**config.mk**
```make
export PLATFORM = sky130hd
export DESIGN_NAME = qam_demap
export DESIGN_NICKNAME = d
export VERILOG_FILES = /design/src/rtl/qam16_pkg.sv /design/src/rtl/qam_slicer.sv /design/src/rtl/qam_demap.sv
export SDC_FILE = /design/constraint.sdc
export NUM_CORES = 1
export LEC_CHECK = 0
export ABC_CLOCK_PERIOD_IN_PS = 4800
export BUFFER_PORTS_ARGS = -buffer_cell sky130_fd_sc_hd__buf_2
export CAP_MARGIN = 20
export CORE_MARGIN = 2
export CORE_UTILIZATION = 35
export DETAILED_ROUTE_END_ITERATION = 10
export GPL_ROUTABILITY_DRIVEN = 1
export PLACE_DENSITY = 0.56
export SLEW_MARGIN = 5
export SYNTH_ARGS = -nofsm -noshare
export SYNTH_HDL_FRONTEND = slang
export SYNTH_HIERARCHICAL = 1
export SYNTH_SLANG_ARGS = --single-unit
```
**constraint.sdc**
```tcl
create_clock -name CLK -period 4.8 [get_ports CLK]
set_clock_uncertainty 0.1 [all_clocks]
set_input_delay 0.48 -clock CLK [delete_from_list [all_inputs] [get_ports CLK]]
set_output_delay 0.48 -clock CLK [all_outputs]
set_load 0.005 [all_outputs]
```
**src/rtl/qam16_pkg.sv**
```systemverilog
// Shared constants and types for the 16-QAM demapper: Gray levels, defaults, serializer states.
package qam16_pkg;

  localparam int          OSR_DEF = 8;
  localparam int unsigned THR_DEF = 4096;

  // Per-axis Gray code for the four amplitude levels
  localparam logic [1:0] GRAY_M3 = 2'b00;
  localparam logic [1:0] GRAY_M1 = 2'b01;
  localparam logic [1:0] GRAY_P1 = 2'b11;
  localparam logic [1:0] GRAY_P3 = 2'b10;

  typedef enum logic {
    S_IDLE  = 1'b0,
    S_SHIFT = 1'b1
  } ser_state_t;

endpackage

```
**src/rtl/qam_slicer.sv**
```systemverilog
// Combinational single-axis slicer: signed sample to 2-bit Gray level, zero latency.
module qam_slicer
  import qam16_pkg::*;
#(
  parameter int          DW  = 19,
  parameter int unsigned THR = THR_DEF
) (
  input  logic signed [DW-1:0] x,
  output logic        [1:0]    gray
);

  // One guard bit so -THR and the most negative input compare without wrap
  localparam logic signed [DW:0] POS = (DW+1)'(THR);
  localparam logic signed [DW:0] NEG = -POS;

  logic signed [DW:0] xe;

  assign xe = {x[DW-1], x};

  always_comb begin
    gray = GRAY_P3;
    if (xe < NEG) begin
      gray = GRAY_M3;
    end else if (xe[DW]) begin
      gray = GRAY_M1;
    end else if (xe < POS) begin
      gray = GRAY_P1;
    end
  end

endmodule

```
**src/rtl/qam_demap.sv**
```systemverilog
// 16-QAM symbol decision, Gray demap and 4-bit serializer; code_valid 2 cycles after capture.
// Serial output uses valid/ready with a one-entry holding buffer; codes arriving with it full are dropped.
module qam_demap
  import qam16_pkg::*;
#(
  parameter int          OSR = OSR_DEF,
  parameter int          DW  = 19,
  parameter int unsigned THR = THR_DEF
) (
  input  logic                 CLK,
  input  logic                 Rst_n,
  input  logic signed [DW-1:0] din_i,
  input  logic signed [DW-1:0] din_q,
  input  logic                 din_valid,
  input  logic        [3:0]    sample_phase,
  output logic        [3:0]    code_out,
  output logic                 code_valid,
  output logic                 bit_out,
  output logic                 bit_valid,
  input  logic                 bit_ready,
  input  logic                 ovf_clr,
  output logic                 overflow
);

  localparam logic [3:0] LAST_PHASE = 4'(OSR - 1);

  logic [3:0]           phase;
  logic                 hit;
  logic                 cap_vld;
  logic signed [DW-1:0] cap_i;
  logic signed [DW-1:0] cap_q;
  logic [1:0]           gray_i;
  logic [1:0]           gray_q;

  // phase never reaches values >= OSR, so an out-of-range sample_phase never hits
  assign hit = din_valid && (phase == sample_phase);

  always_ff @(posedge CLK or negedge Rst_n) begin
    if (!Rst_n) begin
      phase   <= '0;
      cap_vld <= 1'b0;
      cap_i   <= '0;
      cap_q   <= '0;
    end else begin
      cap_vld <= hit;
      if (din_valid) begin
        phase <= (phase == LAST_PHASE) ? 4'd0 : phase + 4'd1;
      end
      if (hit) begin
        cap_i <= din_i;
        cap_q <= din_q;
      end
    end
  end

  qam_slicer #(.DW(DW), .THR(THR)) u_slice_i (.x(cap_i), .gray(gray_i));
  qam_slicer #(.DW(DW), .THR(THR)) u_slice_q (.x(cap_q), .gray(gray_q));

  always_ff @(posedge CLK or negedge Rst_n) begin
    if (!Rst_n) begin
      code_out   <= '0;
      code_valid <= 1'b0;
    end else begin
      code_valid <= cap_vld;
      if (cap_vld) begin
        code_out <= {gray_i, gray_q};
      end
    end
  end

  ser_state_t state, state_n;
  logic [3:0] shreg, shreg_n;
  logic [3:0] hold, hold_n;
  logic [1:0] bcnt, bcnt_n;
  logic       full, full_n;
  logic       take;
  logic       last;
  logic       drop;

  always_ff @(posedge CLK or negedge Rst_n) begin
    if (!Rst_n) begin
      state <= S_IDLE;
      shreg <= '0;
      hold  <= '0;
      bcnt  <= '0;
      full  <= 1'b0;
    end else begin
      state <= state_n;
      shreg <= shreg_n;
      hold  <= hold_n;
      bcnt  <= bcnt_n;
      full  <= full_n;
    end
  end

  always_comb begin
    state_n = state;
    shreg_n = shreg;
    hold_n  = hold;
    bcnt_n  = bcnt;
    full_n  = full;
    drop    = 1'b0;
    take    = (state == S_SHIFT) && bit_ready;
    last    = take && (bcnt == 2'd3);
    case (state)
      S_IDLE: begin
        if (code_valid) begin
          shreg_n = code_out;
          bcnt_n  = 2'd0;
          state_n = S_SHIFT;
        end
      end
      S_SHIFT: begin
        if (take && !last) begin
          shreg_n = {shreg[2:0], 1'b0};
          bcnt_n  = bcnt + 2'd1;
        end
        if (last) begin
          // Refill from the buffer, else from the arriving code, so no bubble appears
          bcnt_n = 2'd0;
          if (full) begin
            shreg_n = hold;
            full_n  = code_valid;
            if (code_valid) begin
              hold_n = code_out;
            end
          end else if (code_valid) begin
            shreg_n = code_out;
          end else begin
            state_n = S_IDLE;
          end
        end else if (code_valid) begin
          if (!full) begin
            hold_n = code_out;
            full_n = 1'b1;
          end else begin
            drop = 1'b1;
          end
        end
      end
      default: state_n = S_IDLE;
    endcase
  end

  assign bit_valid = (state == S_SHIFT);
  assign bit_out   = bit_valid & shreg[3];

  always_ff @(posedge CLK or negedge Rst_n) begin
    if (!Rst_n) begin
      overflow <= 1'b0;
    end else if (drop) begin
      overflow <= 1'b1;
    end else if (ovf_clr) begin
      overflow <= 1'b0;
    end
  end

endmodule

```
; ---- Word level (Yosys, flattened, before mapping)
; Index checks and enable logic that the tools add are counted.
[op_classes]
n_div = 0
order_cmp = 4
n_mux = 34
bitwise_logic = 2
n_mul = 0
n_reduce_logical = 10
n_addsub = 2
n_eq_ne = 8
n_shift = 0
[ops]
columns = cell, n
row1 = 2-to-1 mux 4 bit, 10
row2 = "< comparator 19 x 13 -> 1 bit, second input constant", 2
row3 = "< comparator 19 x 14 -> 1 bit, second input constant", 2
row4 = 2-to-1 mux 1 bit, 14
row5 = 2-to-1 mux 2 bit, 7
row6 = one-hot mux 4 bit (2 select lines), 1
row7 = "!= test 2 bit, second input constant", 3
row8 = AND reduction 5 bit, 1
row9 = "adder 4 x 1 -> 4 bit, second input constant", 1
row10 = "== test 4 x 3 -> 1 bit, second input constant", 1
row11 = == test 4 bit, 1
row12 = logical AND 1 bit, 4
row13 = one-hot mux 2 bit (2 select lines), 1
row14 = AND reduction 2 bit, 2
row15 = nonzero test 2 bit, 2
row16 = "!= test 3 x 1 -> 1 bit, second input constant", 1
row17 = "adder 2 x 1 -> 2 bit, second input constant", 1
row18 = "== test 2 bit, second input constant", 1
row19 = "!= test 2 x 1 -> 1 bit, second input constant", 1
row20 = one-hot mux 1 bit (2 select lines), 1
row21 = bitwise AND 1 bit, 1
row22 = logical NOT 1 bit, 1
row23 = NOT 1 bit, 1
[word_totals]
memories = 0
output_inout_bits = 8
in_bits = 47
mem_bits_rw = 0
word_cells = 72
latchBits = 0
ff_bits = 61
romBits = 0

; ---- Logic depth before layout (Yosys ltp)
[depth]
word_depth = 9
ltp_mapped = 7
depth_no_buf = 7

; ---- By module
; Netlist, hierarchy kept.
[modules_own_cells]
columns = mod, n_inst, cells_each, area_each_um2, seq_area_each_um2
row1 = qam_demap, 1, 196, 2603.7, 1526.5
row2 = qam_slicer, 2, 7, 51.3, 0.0

; ---- Worst setup path before layout
; No wires, ideal clock.
[synth_timing]
path_kind = in2reg
from = input sample_phase[3]
to = register cap_i[0]
setup_ns = 0.127
stages = 5
setup_slack_ns = 2.992
arrival_ns = 1.581
t_required_ns = 4.573
path_buffers = 2
path_cell_list = xor2_1 -> nor4_4 -> buf_6 -> buf_6 -> mux2_1
[synth_between]
elab_chain_len = 2
[synth_rtl]
columns = item, line_no
row1 = from (decl), qam_demap.sv:15  ; input logic [3:0] sample_phase,
row2 = == test 4 bit, qam_demap.sv:36  ; assign hit = din_valid && (phase == sample_phase);
row3 = logical AND 1 bit, qam_demap.sv:36
row4 = named net hit, qam_demap.sv:28  ; logic hit;
row5 = to (signal assigned), qam_demap.sv:50  ; cap_i <= din_i;
row6 = to (decl), qam_demap.sv:30  ; logic signed [DW-1:0] cap_i;
; The timed path passes the listed nets, and every way through them passes these cells.
; A chain may end at the register's enable or synchronous reset.

; ---- Worst setup path in the final report
[layout_timing]
from = register phase[3]
to = register cap_i[14]
[layout_between]
elab_chain_len = 2
[layout_rtl]
columns = item, line_no
row1 = from (decl), qam_demap.sv:27  ; logic [3:0] phase;
row2 = from (signal assigned), qam_demap.sv:47  ; phase <= (phase == LAST_PHASE) ? 4'd0 : phase + 4'd1;
row3 = == test 4 bit, qam_demap.sv:36
row4 = logical AND 1 bit, qam_demap.sv:36
; No other way between the ends.

==> reports/results.ini <==
[critical_path]
worst_r2r_startpoint=phase[3]
timing.critical_path.fanout_max=15
r2r_end=cap_i[14]
worst-setup-path-type=flip-flop to flip-flop
critPathSlowestCell=nor4_4
start_kind=flip-flop
rr_worst_depth=3
setup.worst_path.end_class=flip-flop
crit_path_cell_trace=xor2_1 > nor4_4 > mux2_2
cp.arrival_ps=2170
cpPeakStageDelay_ps=860
cp.required_ps=4860
r2r_setup_slack_ps=2690

[global_route]
grt.total_usage_pct=12.7
grt_pass1_vias=1290
overflow=0
grt_antenna_before_repair=0
grt_pass1_wl_um=5980
grt_max_degree=38

[cts]
clock-sinks=37
cts_setup_buffers=0
cts_tree=yes
postCtsResizedCells=0
path_clk_slew_ps=70
cts-root-buf=clkbuf_8
cts_buffers=5
cts_max_level=2
worstSkewPairLatency_ps=280
clockBufferDepth=2
holdBufCountCts=0

[synthesis]
syn_nets=213
synth_warnings=6
synth_area_sq_mm=0.00184
synth_area_per_cell_sq_um=11.3
postSynthCellCount=162

[floorplan]
start_util_pct=36.2
floorplan.die_area_sq_mm=0.00584
coreArea_sq_mm=0.00507
die_h_um=76.4
io-pin-count=55
rows=26
die_w_um=76.4

[timing]
drv_slew=0
fmax_mhz=475
setup_ws_ps=2690
fin_crit_sh_pct=43.9
rsz0062_at_grt=false
tightestPinTransition_ps=955
finalSetupTns_ps=0
setup_viol=0
slew_headroom_pct=35.9
finalHoldViolations=0
min_period_ps=2110

[detailed_routing]
firstDrtPassIters=4
vias=1300
drt-initial-drc-count=99
antenna_left=0
vias_per_cell=5.00
drt_wl_total_um=3280
avgRoutedWirePerCell_um=12.6
drc=0

[placed_design]
gp_congestion=0.695
dp_cells=253
dp_hpwl_um=2340
portBuffers=30
place_ws_ps=2510

[run]
drv_cap=0

[power_and_ir_drop]
peakVddDrop_mv=0.238
power_leakage_nw=0.941
power_density_mw_per_mm2=539

[cells_and_area]
area_growth_syn_to_layout_pct=14.5
final_cells=260
drive_above_1_share_pct=30.5
diodes=0
layout_common_cells=dfrtp_1, buf_2, mux2_2
final_common_cell=dfrtp_1
fin_nets=241

[run_status]
status=finished, final reports clean

[min_path]
hp-class=input port to async pin

stage by stage:
stage | util, % | cell area (sq um) | total power (W) | hold WS [ps]
after global placement | 39.7 | 2020 | 0.000920 | 393
after CTS | 41.4 | 2100 | 0.00115 | 230
after global routing | 41.4 | 2100 | 0.00124 | 255
after detailed placement | 39.7 | 2020 | 0.000932 | 396
final | 41.4 | 2100 | 0.00113 | 196
after floorplan | - | 1840 | 0.000828 | 84.4
power breakdown:
part | total [W] | internal, W | leakage [nW] | switching [W]
logic | 0.000348 | 0.000199 | 0.428 | 0.000149
clock network | 0.000213 | 0.000114 | 0.0443 | 0.0000988
registers | 0.000573 | 0.000439 | 0.469 | 0.000134
total | 0.00113 | 0.000752 | 0.941 | 0.000382
layout make-up:
cell class | count | area [sq um]
fill | 520 | 2970
sequential | 37 | 926
multi-input combinational | 108 | 822
timing repair buffer | 30 | 150
tap | 70 | 87.6
clock buffer | 7 | 86.3
inverter | 8 | 30.0
registers in the layout, indices dropped and copies added (netlist names), 2 cells and up:
register  flops
cap_i         7
cap_q         7
code_out      4
hold          4
phase         4
shreg         4
bcnt          2
worst max-delay path, delay by kind of cell (launching register included):
kind | cells | cell delay (ps)
mux | 1 | 410
flops | 1 | 420
xor+xnor | 1 | 200
simple gates | 1 | 860
how the worst max path moves through the flow:
| stage | from | to | slack [ps] | cells after the start |
|---|---|---|---|---|
| final | phase[3] | cap_i[14] | 2690 | 3 |
| after global routing | phase[3] | cap_q[13] | 2540 | 3 |
| after CTS | phase[3] | cap_q[14] | 2630 | 3 |
| after detailed placement | sample_phase[3] | cap_q[14] | 2510 | 4 |
| after global placement | sample_phase[3] | cap_i[13] | 2510 | 4 |
| after floorplan | sample_phase[3] | cap_q[15] | 3070 | 5 |
routing by layer:
metal / share of wire [%] / global-route usage, %
met4: 1.2 / 4.36
met5: 0 / 0
met2: 46 / 19.2
met1: 48 / 17.1
met3: 5.0 / 4.38
Power figures use the tool's default switching activity.
